## src/rtl/i2s_rx_deserializer.sv

```systemverilog
// i2s_rx_deserializer: Philips I2S receiver turning serial mic data into left/right pairs on valid/ready
module i2s_rx_deserializer #(
   parameter int   DATA_WIDTH     = 24,
   parameter int   SCKS_PER_FRAME = 32,
   parameter int   SYNC_STAGES    = 2,
   parameter logic WS_POL         = 1'b0
) (
   input  logic                  clk_i,
   input  logic                  rst_i,
   input  logic                  en_i,
   input  logic                  sck_i,
   input  logic                  ws_i,
   input  logic                  sd_i,
   output logic [DATA_WIDTH-1:0] left_o,
   output logic [DATA_WIDTH-1:0] right_o,
   output logic                  valid_o,
   input  logic                  ready_i,
   output logic                  overrun_o,
   output logic                  frame_err_o
);
   // A slot carries at most SCKS_PER_FRAME-1 data bits after the one-bit delay slot
   localparam int NBITS = (DATA_WIDTH < SCKS_PER_FRAME) ? DATA_WIDTH : SCKS_PER_FRAME - 1;
   localparam int CW = $clog2(NBITS + 1);
   localparam logic [1:0] S_SYNC = 2'd0, S_CAPT = 2'd1, S_DONE = 2'd2, S_WAIT = 2'd3;

   logic                   sck_prev_q;
   logic [SYNC_STAGES-1:0] rise_q, ws_pipe_q, sd_pipe_q;
   logic                   ws_prev_q;
   logic [1:0]             state_q, state_d;
   logic                   ch_q, ch_d;
   logic [CW-1:0]          bit_cnt_q, bit_cnt_d;
   logic [DATA_WIDTH-1:0]  shift_q, shift_d, left_hold_q, left_hold_d;
   logic                   left_ok_q, left_ok_d;
   logic [DATA_WIDTH-1:0]  left_q, left_d, right_q, right_d;
   logic                   valid_q, valid_d, overrun_q, overrun_d, frame_err_q, frame_err_d;
   logic                   stb, ws_s, sd_s, ws_chg, pair_done, load;

   assign stb    = rise_q[SYNC_STAGES-1];
   assign ws_s   = ws_pipe_q[SYNC_STAGES-1];
   assign sd_s   = sd_pipe_q[SYNC_STAGES-1];
   assign ws_chg = stb & (ws_s != ws_prev_q);

   // Edge-detect sck and delay strobe/ws so they line up with the synchronised sd
   always_ff @(posedge clk_i or posedge rst_i)
      if (rst_i) begin
         sck_prev_q <= 1'b0;
         rise_q     <= '0;
         ws_pipe_q  <= '0;
         sd_pipe_q  <= '0;
         ws_prev_q  <= 1'b0;
      end else begin
         sck_prev_q <= sck_i;
         rise_q     <= SYNC_STAGES'({rise_q, sck_i & ~sck_prev_q});
         ws_pipe_q  <= SYNC_STAGES'({ws_pipe_q, ws_i});
         sd_pipe_q  <= SYNC_STAGES'({sd_pipe_q, sd_i});
         if (stb) ws_prev_q <= ws_s;
      end

   // Word framing FSM; a low enable overrides everything and forces resync
   always_comb begin
      state_d     = state_q;
      ch_d        = ch_q;
      bit_cnt_d   = bit_cnt_q;
      shift_d     = shift_q;
      left_hold_d = left_hold_q;
      left_ok_d   = left_ok_q;
      pair_done   = 1'b0;
      frame_err_d = 1'b0;
      case (state_q)
         S_SYNC:
            if (ws_chg && ws_s == WS_POL) begin
               ch_d      = 1'b0;
               bit_cnt_d = '0;
               shift_d   = '0;
               state_d   = S_CAPT;
            end
         S_CAPT:
            if (ws_chg) begin
               frame_err_d = 1'b1;
               left_ok_d   = 1'b0;
               state_d     = S_SYNC;
            end else if (stb) begin
               shift_d   = DATA_WIDTH'({shift_q, sd_s});
               bit_cnt_d = bit_cnt_q + 1'b1;
               if (bit_cnt_q == CW'(NBITS - 1)) state_d = S_DONE;
            end
         S_DONE: begin
            if (ch_q) begin
               pair_done = 1'b1;
               left_ok_d = 1'b0;
            end else begin
               left_hold_d = shift_q;
               left_ok_d   = 1'b1;
            end
            state_d = S_WAIT;
         end
         default:
            if (ws_chg) begin
               ch_d      = ws_s != WS_POL;
               bit_cnt_d = '0;
               shift_d   = '0;
               state_d   = (ws_s != WS_POL && !left_ok_q) ? S_SYNC : S_CAPT;
            end
      endcase
      if (!en_i) begin
         state_d     = S_SYNC;
         left_ok_d   = 1'b0;
         pair_done   = 1'b0;
         frame_err_d = 1'b0;
      end
   end

   // Output register: load when empty or draining this cycle, otherwise drop and flag overrun
   always_comb begin
      load      = pair_done & (~valid_q | ready_i);
      valid_d   = load | (valid_q & ~ready_i);
      overrun_d = pair_done & ~load;
      left_d    = load ? left_hold_q : left_q;
      right_d   = load ? shift_q : right_q;
   end

   // State and output registers
   always_ff @(posedge clk_i or posedge rst_i)
      if (rst_i) begin
         state_q     <= S_SYNC;
         ch_q        <= 1'b0;
         bit_cnt_q   <= '0;
         shift_q     <= '0;
         left_hold_q <= '0;
         left_ok_q   <= 1'b0;
         left_q      <= '0;
         right_q     <= '0;
         valid_q     <= 1'b0;
         overrun_q   <= 1'b0;
         frame_err_q <= 1'b0;
      end else begin
         state_q     <= state_d;
         ch_q        <= ch_d;
         bit_cnt_q   <= bit_cnt_d;
         shift_q     <= shift_d;
         left_hold_q <= left_hold_d;
         left_ok_q   <= left_ok_d;
         left_q      <= left_d;
         right_q     <= right_d;
         valid_q     <= valid_d;
         overrun_q   <= overrun_d;
         frame_err_q <= frame_err_d;
      end

   assign left_o      = left_q;
   assign right_o     = right_q;
   assign valid_o     = valid_q;
   assign overrun_o   = overrun_q;
   assign frame_err_o = frame_err_q;
endmodule
```

## config.mk

```make
export PLATFORM = sky130hd
export DESIGN_NAME = i2s_rx_deserializer
export DESIGN_NICKNAME = d
export VERILOG_FILES = /design/src/rtl/i2s_rx_deserializer.sv
export SDC_FILE = /design/constraint.sdc
export NUM_CORES = 1
export LEC_CHECK = 0
export CAP_MARGIN = 20
export CORE_AREA = 5 5 118 109
export DETAILED_ROUTE_END_ITERATION = 16
export DIE_AREA = 0 0 123 114
export GPL_ROUTABILITY_DRIVEN = 0
export PLACE_DENSITY = 0.57
export SYNTH_ARGS = -nofsm -noshare
export SYNTH_HDL_FRONTEND = slang
export SYNTH_SLANG_ARGS = --single-unit
```

## constraint.sdc

```tcl
create_clock -name clk_i -period 5.3 [get_ports clk_i]
set_input_delay 1.06 -clock clk_i [delete_from_list [all_inputs] [get_ports clk_i]]
set_output_delay 1.06 -clock clk_i [all_outputs]
set_load 0.01 [all_outputs]
```

==> results.txt, run 1 <==
The number of core rows came out at 38. The number of buffers inserted during clock tree synthesis is 17. Averaged over all synthesized cells, the footprint is 15.2 sq um. The die area came out at 14000 sq um. The synthesized netlist devotes 8.32% of its cell area to compound gates. The mux share of post-synthesis cell area came out at 18.8%. The worst min-delay path category is register to register. The count of final setup violators is 0.

The number of nets in the layout is 372. The number of max-capacitance violations reported is 0. The critical path ends at left_o[2]. The die extent in y is 114 microns. The final clock skew came out at 0.00927 ns. The worst path uses 57.2% of the clock period. Headroom to the max-slew limit came out at 36.4%. The worst-case register-to-register setup slack is 2.55 ns. Setup repair after global routing left no endpoint under its margin.

The final routed wire length divided by cell count is 15.5 microns. The worst setup path is of the primary input to register kind. The total power per unit cell area came out at 346 nW/um^2.

The first-iteration detailed-routing DRC count is 190. The count of buffers added by post-CTS timing repair for setup came out at 0. The total overflow left after global routing is 0. The run finished with clean final reports. The via density per instance is 4.97. The wire length reported by the detailed router is 8.24 mm.

The first global-routing pass estimated 14.1 mm of wire. The area growth from synthesis to layout is 28.1%. The net count of the mapped netlist is 307.

The maximum level of the CTS H-tree is 4. The tree is rooted in a clkbuf_16. The total negative slack for setup checks is 0 ns.

Yosys printed 0 warnings. The worst register-to-register path ends at left_o[2]. The count of distinct cell types in the synthesized netlist came out at 39.

For this design the static power due to leakage is 2.76 nW. After synthesis, the largest family of logic cells by area is multiplexers. The total design power is 1.99 mW. The xor/xnor share of the synthesized area is 0.390%.

Once the floorplan was initialized, standard cells occupied 38.6% of the core. The number of antenna repair diodes came out at 0. The half-perimeter wire length of the detailed placement result came out at 5.19 mm. The maximum net fanout on the critical path is 33. The share of final-layout standard cells stronger than drive strength 1 is 23.7%. The clock passes through at most 2 buffers.

The most critical setup path has its startpoint at en_i. The clock latency at the later pin of the worst-skew pair came out at 0.41 ns. The worst setup path is captured at a register.

At the pin with the least slew margin, the transition time is 0.952 ns. The tree built by TritonCTS fans out to 116 sinks. The critical path launch point type is a primary input. The beginning of the worst register-to-register path is state_q[0]. Measured in cells, the most critical reg-to-reg path has a length of 6. The floorplan die width came out at 123 microns.

dfrtp_1 takes more of the synthesized area than any other cell. The worst path in the final design needs a cycle of 3.03 ns, including I/O delays and setup. The post-synthesis instance area came out at 4500 sq um.

The portion of synthesized cell area occupied by the leading cell type is 64.6%. The flip-flop and latch count after synthesis came out at 116. The number of hold violations in the final report came to 0. The via count of the first global-routing pass came to 2727. The fraction of the mapped netlist area in adder cells is 1.39%. Data on the critical path is required at its endpoint by 5.58 ns.

The final max-slew violation count came to 0. For this run, design rule violations remaining after detail routing come to 0. The initial antenna violation count came out at 0. The maximum number of pins on one net before global-route repair came out at 54. The worst supply voltage drop on vdd is 207 uV. Timing would allow up to 0.330 GHz. The post-cts resize count came out at 0.

After Yosys synthesis, and, or, nand and nor cells account for 3.90% of the synthesized area. Detailed routing inserted a total of 2642 vias. The total I/O pin count came out at 58.

Sorting the synthesized cells by area gives the leading types as dfrtp_1 65%, mux2_2 14%, a22o_1 5.1%. The clock transition time at the flip-flop clock pins of the worst setup and hold paths is 0.05 ns. During placement, the flow inserted port buffers numbering 57. The first TritonRoute pass finished after 4 iterations. The count of hold buffers inserted by post-cts repair came out at 0.

The placeable core region came out at 11600 sq um. The part of the Yosys area used for sequential elements came out at 64.6%. TritonCTS built the clock tree.

The post-route core utilization came out at 49.4%. The global-route usage over all layers came out at 13.1%. The count of mapped cells out of synthesis came out at 295. The number of antenna-violating nets in the routed design is 0. The data arrival at the endpoint of the critical path came out at 3.32 ns.
-- layout make-up --
class	count	area [sq um]
sequential	116	2900
fill	1034	5890
inverter	5	21.3
multi-input combinational	158	1490
clock inverter	4	47.5
tap	160	200
timing repair buffer	62	608
clock buffer	27	493
-- where the power goes --
group          switching (mW)  internal [mW]
Sequential            0.00559          0.893
Combinational          0.0403         0.0167
Clock                   0.358          0.676
-- worst min path at each step --
stage | from | end | slack [ns] | depth (start not counted)
2_1_floorplan | rise_q[0] | rise_q[1] | 0.33 | 0
3_3_place_gp | rise_q[0] | rise_q[1] | 0.33 | 0
3_5_place_dp | rise_q[0] | rise_q[1] | 0.34 | 0
4_1_cts | rise_q[0] | rise_q[1] | 0.35 | 0
5_1_grt | rise_q[0] | rise_q[1] | 0.36 | 0
6_report | rise_q[0] | rise_q[1] | 0.34 | 0
-- kinds of logic (layout without fill, tap and decap cells) --
group                      after synthesis  count (layout)
DFF                                    116             116
muxes                                   75              75
AOI/OAI and AO/OA                       45              45
and+or+nand+nor                         31              31
buffers and inverters                   21              98
adders and majority gates                5               5
xor gates and xnor gates                 2               2
-- cell usage after synthesis (all sizes together) --
cell and n:
inv 5, mux2i 1, ha 5, nor4 1
a21boi 1, nor2b 2, nand3b 1, o21ai 4
or2 1, nand3 5, o311ai 1, mux2 74
clkbuf 2, a32oi 1, a41oi 1, a211o 1
xnor2 1, nor2 8, dfrtp 116, o31a 1
buf 14, o2bb2ai 1, nand2 4, and3 2
a211oi 1, a22o 26, a31oi 2, a311oi 1
nand4b 1, nand2b 4, nor3b 1, xor2 1
and2 1, a21oi 3, o21ba 1
-- routing by layer --
metal / global-route usage (%) / up-vias / share of wire (%)
met4: 5.54 / 0 / 1.3
met1: 18.2 / 1367 / 48
li1: - / 1202 / -
met3: 4.61 / 12 / 4.7
met2: 18.7 / 61 / 46
met5: 0 / - / 0
-- critical path: stages --
cell and delay (ns):
clkdlybuf4s50_1 0.53, nand3_1 0.18, nor2b_4 0.79, buf_4 0.38
mux2_2 0.36
-- state kept, by name (all words and copies together), names as in the netlist, 2 cells and up --
name and cells:
left_hold_q 24, left_o 24, shift_q 24, state_q 2, right_o 24, bit_cnt_q 5, sd_pipe_q 2, ws_pipe_q 2
rise_q 2
-- metrics by stage --
step,cells,hold slack (ns),setup WS (ns),instance area (sq um)
finish,532,0.343,2.27,5760
global route,532,0.362,2.10,5760
CTS,532,0.345,2.22,5760
detailed placement,501,0.336,1.78,5220
global placement,501,0.332,1.84,5220
floorplan,295,0.331,1.17,4500
-- cells in the final DEF (no fill, tap or decap), types with 2 or more instances in the layout --
cell / synthesis / routed
dfrtp_1: 116 / 116
nand2b_1: 4 / 4
clkdlybuf4s50_1: 0 / 57
clkinv_2: 0 / 2
nand2_1: 4 / 4
buf_4: 2 / 5
a21oi_1: 3 / 3
and3_1: 2 / 2
inv_1: 5 / 4
nor2_1: 8 / 8
nand3_1: 4 / 4
mux2_1: 20 / 20
clkbuf_8: 0 / 3
a31oi_1: 2 / 2
o21ai_0: 4 / 4
ha_1: 5 / 5
a22o_1: 26 / 26
mux2_2: 54 / 54
clkbuf_16: 0 / 17
clkbuf_1: 2 / 7
Power figures use the tool's default switching activity.
==> inputs of run 2 (changes only) <==
--- a/config.mk
+++ b/config.mk
@@ -10,7 +10,7 @@
 export DETAILED_ROUTE_END_ITERATION = 16
 export DIE_AREA = 0 0 123 114
 export GPL_ROUTABILITY_DRIVEN = 0
-export PLACE_DENSITY = 0.57
+export PLACE_DENSITY = 0.59
 export SYNTH_ARGS = -nofsm -noshare
 export SYNTH_HDL_FRONTEND = slang
 export SYNTH_SLANG_ARGS = --single-unit
==> constraint.sdc (replaced) <==
create_clock -name clk_i -period 2.6 [get_ports clk_i]
set_input_delay 0.52 -clock clk_i [delete_from_list [all_inputs] [get_ports clk_i]]
set_output_delay 0.52 -clock clk_i [all_outputs]
set_load 0.01 [all_outputs]
==> results.txt, run 2 (synthesis results as in run 1) <==
The maximum buffer depth of the clock tree came to 2 (unchanged). The filler cell count in the final layout came out at 987 (-4.5%). The starting density of the core is 38.6% (unchanged).

The maximum level of the CTS H-tree was 4 (unchanged). The actual slew at the worst max-slew pin is 0.471 ns (-0.481 ns). The run finished with clean final reports. The number of antenna-violating nets in the routed design is 0 (unchanged). The post-cts resize count came to 0 (unchanged). The count of final setup violators came out at 0 (unchanged).

The via density per instance came to 4.95 (-0.30%). Setup repair after global routing left no endpoint under its margin. In the layout the commonest cells are 116 x dfrtp_1, 57 x clkdlybuf4s50_1, 54 x mux2_2. The detailed-router iteration count before antenna repair came out at 6 (+2). The maximum net fanout on the critical path is 27 (-18%).

The relative slew slack came out at 68.5% (+32 points). The initial antenna violation count came to 0 (unchanged). The wire length reported by the detailed router is 8.37 mm (+1.6%). The floorplan die width is 123 microns (unchanged).

The final worst setup slack is 0.310 ns (-1.96 ns). The half-perimeter wire length of the detailed placement result was 5.23 mm (+0.89%). Timing would allow up to 0.437 GHz. The setup slack after placement is 0.292 ns (-1.49 ns). The final critical path time including I/O delays and setup came out at 2.29 ns. The number of core rows came to 38 (unchanged). The maximum number of pins on one net before global-route repair came out at 69 (+28%). The clock latency at the later pin of the worst-skew pair is 0.40 ns (about the same). The library cell used most frequently in the layout, excluding fill and tap cells, is dfrtp_1. The total negative slack for setup checks came out at 0 ns (unchanged). The cell leakage power came to 2.81 nW (+2.1%). The sum of overflow across all layers after global routing is 0 (unchanged). The global-route usage over all layers is 13.2% (+0.055 points). In the finished design, the share of the clock period the worst path needs comes to 88.1%. The die area is 14000 sq um (unchanged).

The DRC violation count after routing is 0 (unchanged). The final max-slew violation count came out at 0 (unchanged). The tree is rooted in a clkbuf_16.

The clock transition time at the flip-flop clock pins of the worst setup and hold paths is 0.06 ns (about the same). In this run the worst hold path is classified as register to register. The number of antenna repair diodes came out at 0 (unchanged). The multi-input logic area is 1490 sq um (unchanged). The sequential standard cell area is 2900 sq um (unchanged).

The area growth from synthesis to final layout is 31.2%. The CTS tree is built. The wire length of the first global-routing pass came out at 14.4 mm (+2.4%). The count of hold buffers inserted by post-cts repair is 0 (unchanged). The placeable core region came to 11600 sq um (unchanged). The share of final-layout standard cells stronger than drive strength 1 is 25.3% (+1.7 points). The count of buffers added by post-CTS timing repair for setup was 0 (unchanged). The number of port buffers is 57 (unchanged). STA classifies the critical path endpoint as a register. The total I/O pin count came out at 58 (unchanged). The critical path class is register to register. The critical path launch point type is a register.

The number of clock sinks seen by CTS came out at 116 (unchanged). The total power per unit cell area came out at 746 nW/um^2 (+120%). The number of vias after detailed routing is 2629 (-0.49%). The number of buffers inserted during clock tree synthesis came to 17 (unchanged). The number of max-capacitance violations reported is 0 (unchanged). The data arrival at the endpoint of the critical path came out at 2.58 ns (-0.74 ns). The number of nets in the layout came to 373 (+0.27%). The final clock skew is 0.00634 ns (-0.00293 ns). The worst supply voltage drop on vdd came out at 474 uV (+130%).

The number of hold violations in the final report is 0 (unchanged). The via count of the first global-routing pass came to 2869 (+5.2%). The die extent in y is 114 microns (unchanged). The final routed wire length divided by cell count came out at 15.8 microns (+1.8%). The first-iteration detailed-routing DRC count is 113 (-41%).

The data required time of the worst path is 2.89 ns (-2.69 ns).
==> run 2: changes by cell type in the layout (fill, tap and decap cells not counted) <==
| cell | before | now |
|---|---|---|
| clkbuf_1 | 7 | 0 |
| clkinv_4 | 0 | 1 |
| bufinv_16 | 1 | 4 |
| buf_12 | 0 | 4 |
| clkinvlp_4 | 1 | 3 |
| inv_4 | 1 | 0 |
| buf_4 | 5 | 2 |
==> run 2: per-stage QoR <==
step	utilization (%)	total power, mW	instances	area (sq um)	hold slack [ns]
floorplan	-	1.95	295	4500	0.331
global placement	45.3	1.98	502	5280	0.333
detailed placement	45.3	1.99	502	5280	0.335
CTS	50.6	4.45	531	5900	0.347
global route	50.6	4.55	531	5900	0.359
finish	50.6	4.40	531	5900	0.346
==> run 2: where the power goes <==
part	internal, mW	switching, mW	leakage, nW
logic	0.0382	0.0835	0.914
clock network	1.66	0.787	0.300
registers	1.82	0.0113	1.60
total	3.52	0.881	2.81
==> run 2: final timing paths <==
kind	startpoint	endpoint	slack, ns	depth (start not counted)
setup / recovery	state_q[0]	bit_cnt_q[0]	0.31	6
hold reg to reg	ws_pipe_q[0]	ws_pipe_q[1]	0.35	0
max in group asynchronous	rst_i	shift_q[4]	1.44	3
setup reg to reg	state_q[0]	bit_cnt_q[0]	0.31	6
min in group asynchronous	rst_i	left_o[16]	0.49	2
hold / removal	ws_pipe_q[0]	ws_pipe_q[1]	0.35	0
==> run 2: area by class of cell <==
class	count	share of cell area, %
clock buffer	20	7.91
clock inverter	9	2.61
inverter	5	0.382
multi-input combinational	158	25.2
sequential	116	49.2
tap	160	3.39
timing repair buffer	63	11.3
==> run 2: layer usage <==
layer	GRT usage [%]	vias to the layer above	wire length, microns
li1	-	1209	-
met1	18.2	1357	4010
met2	19.3	53	3870
met3	4.91	10	409
met4	4.21	0	82
met5	0	-	0
==> run 2: worst max-delay path, cell delays in order (launching register included) <==
cell      delay, ns
dfrtp_1        0.42
inv_1          0.09
ha_1           0.34
o21ba_1        0.27
a211oi_4       0.33
nand3_4        0.34
mux2_2         0.38
==> inputs of run 3 (changes only) <==
--- a/config.mk
+++ b/config.mk
@@ -6,11 +6,12 @@
 export NUM_CORES = 1
 export LEC_CHECK = 0
 export CAP_MARGIN = 20
-export CORE_AREA = 5 5 118 109
+export CORE_AREA = 2 2 106 97
 export DETAILED_ROUTE_END_ITERATION = 16
-export DIE_AREA = 0 0 123 114
+export DIE_AREA = 0 0 108 99
 export GPL_ROUTABILITY_DRIVEN = 0
-export PLACE_DENSITY = 0.59
+export GPL_TIMING_DRIVEN = 0
+export PLACE_DENSITY = 0.69
 export SYNTH_ARGS = -nofsm -noshare
 export SYNTH_HDL_FRONTEND = slang
 export SYNTH_SLANG_ARGS = --single-unit
==> results.txt, run 3 (synthesis results as in run 1) <==
The total power per unit cell area came out at 738 nW/um^2 (-1.1%). The final routed wire length divided by cell count is 16.1 microns (+2.0%). The count of hold buffers inserted by post-cts repair was 0 (unchanged).

The signal on the critical path passes through inv_1 > ha_1 > nand3_1 > nor2b_1 > buf_2 > buf_4 > mux2_1. The maximum buffer depth of the clock tree came to 2 (unchanged). The cell with the largest stage delay on the worst path is dfrtp_1. The initial antenna violation count was 0 (unchanged).

The actual slew at the worst max-slew pin came to 0.443 ns (-0.0286 ns). The relative slew slack came to 70.5% (+2.0 points). The achievable clock frequency came to 0.430 GHz (-1.5%). The biggest cell delay along the critical path is 0.42 ns (about the same).

The library cell used most frequently in the layout, excluding fill and tap cells, is dfrtp_1. The floorplan die width is 108 microns (-12%). The number of port buffers came out at 57 (unchanged).

The number of hold violations in the final report came out at 0 (unchanged). The multi-input logic area is 1470 sq um (-0.93%). The instance area after placement was 5290 sq um (+0.19%). The clock transition time at the flip-flop clock pins of the worst setup and hold paths came to 0.06 ns (about the same). The DRC violation count after routing was 0 (unchanged). The worst supply voltage drop on vdd is 395 uV (-17%).

The logic depth of the worst register-to-register path is 7 (+1). The post-cts resize count was 0 (unchanged). The finished layout cell area came out at 5910 sq um (+0.15%). The beginning of the worst register-to-register path is state_q[0]. The data arrival at the endpoint of the critical path came out at 2.71 ns (+0.13 ns). The wire length of the first global-routing pass came to 13.9 mm (-4.0%). The number of antenna repair diodes was 0 (unchanged). The via count of the first global-routing pass is 2786 (-2.9%). The critical path starts at state_q[0]. The number of buffers inserted during clock tree synthesis came out at 17 (unchanged).

The starting density of the core was 47.0% (+8.4 points). The via density per instance was 5.11 (+3.1%). The final critical path time including I/O delays and setup is 2.32 ns (+0.0339 ns). The number of vias after detailed routing came out at 2619 (-0.38%). The filler cell count in the final layout came to 727 (-26%). The sequential standard cell area came out at 2900 sq um (unchanged). TritonCTS built the clock tree.

The sum of overflow across all layers after global routing was 0 (unchanged). The final worst setup slack came to 0.276 ns (-0.0339 ns). The number of clock sinks seen by CTS was 116 (unchanged). The number of core rows came out at 34 (-11%). The wire length reported by the detailed router was 8.25 mm (-1.4%). The die extent in y came to 99 microns (-13%). STA classifies the critical path startpoint as a register. The data required time of the worst path is 2.98 ns (+0.09 ns). The share of final-layout standard cells stronger than drive strength 1 is 27.4% (+2.1 points). Setup repair after global routing left no endpoint under its margin. The placeable core region came to 9570 sq um (-18%).

The kind of cell adding the most delay to the critical path is buffers and inverters. The tree is rooted in a clkbuf_8. The clock latency at the later pin of the worst-skew pair is 0.50 ns (+0.10 ns). The critical path class is register to register. The library cells used most frequently in the layout, excluding fill and tap cells, are 116 x dfrtp_1, 57 x clkdlybuf4s50_1, 54 x mux2_2.

The maximum number of pins on one net before global-route repair came to 43 (-38%). The die area is 10700 sq um (-24%). The number of antenna-violating nets in the routed design is 0 (unchanged). The final max-slew violation count came out at 0 (unchanged). The count of final setup violators came out at 0 (unchanged).

The number of gates on the worst path with buffers counted is 7 (+1). The number of buffers and inverters on the critical path was 3 (+2). The maximum net fanout on the critical path came out at 10 (-63%). The half-perimeter wire length of the detailed placement result is 5.27 mm (+0.78%). The cell leakage power came to 2.85 nW (+1.4%). The final period utilization came out at 89.4% (+1.3 points). The setup slack after placement is 0.0901 ns (-0.202 ns). The total I/O pin count came out at 58 (unchanged). The first-iteration detailed-routing DRC count is 94 (-17%). The worst setup path is captured at a register. The global-route usage over all layers was 17.1% (+3.9 points). The detailed-router iteration count before antenna repair was 4 (-2). The worst min-delay path category is primary input to asynchronous set/reset pin. The maximum level of the CTS H-tree is 4 (unchanged). The area growth from synthesis to final layout is 31.4%. The run finished with clean final reports.

The number of max-capacitance violations reported is 0 (unchanged). The final clock skew came out at 0.00548 ns (-0.000857 ns). The number of nets in the layout came out at 386 (+3.5%). The count of buffers added by post-CTS timing repair for setup came out at 0 (unchanged).
==> run 3: path summary, 6_finish.rpt <==
path / to / slack [ns]
worst max register to register: right_o[3] / 0.28
worst min-delay path: left_hold_q[19] / 0.28
worst min register to register: rise_q[1] / 0.34
worst max-delay path: right_o[3] / 0.28
max in group asynchronous: left_hold_q[6] / 1.65
min in group clk_i: rise_q[1] / 0.34
==> run 3: through the flow <==
| step | total power [mW] | hold slack [ns] | cells | TNS (ns) | utilization (%) |
|---|---|---|---|---|---|
| 2_1_floorplan | 1.95 | 0.331 | 295 | 0 | - |
| 3_3_place_gp | 1.98 | 0.333 | 478 | -47.84 | 54.6 |
| 3_5_place_dp | 2.00 | 0.335 | 481 | 0 | 55.2 |
| 4_1_cts | 4.41 | 0.264 | 513 | 0 | 61.7 |
| 5_1_grt | 4.52 | 0.269 | 513 | 0 | 61.7 |
| 6_report | 4.36 | 0.285 | 513 | 0 | 61.7 |
==> run 3: final cells by class <==
cell class | count | area share [%]
Timing Repair Buffer | 60 | 10.7
Inverter | 5 | 0.381
Clock buffer | 17 | 7.01
Tap cell | 126 | 2.67
Clock inverter | 15 | 3.47
Sequential cell | 116 | 49.1
Multi-Input combinational cell | 158 | 24.9
Buffer | 16 | 1.72
==> run 3: report_power, final <==
part,switching (mW),internal (mW),total [mW]
Clock,0.835,1.56,2.40
Sequential,0.00965,1.82,1.83
Combinational,0.0850,0.0490,0.134
Total,0.930,3.43,4.36
==> run 3: worst register-to-register path: stages (launching register included) <==
cell and delay [ns]:
dfrtp_1 0.42, inv_1 0.10, ha_1 0.34, nand3_1 0.18
nor2b_1 0.23, buf_2 0.31, buf_4 0.27, mux2_1 0.35
==> run 3: routing by layer <==
metal  up-vias  GRT usage (%)  share of wire (%)  wire [microns]
met5         -              0                  0               0
met4         0           5.82               0.76              63
met3         7           6.08                3.7             302
met2        50           26.0                 47            3900
met1      1346           22.8                 48            3980
li1       1216              -                  -               -
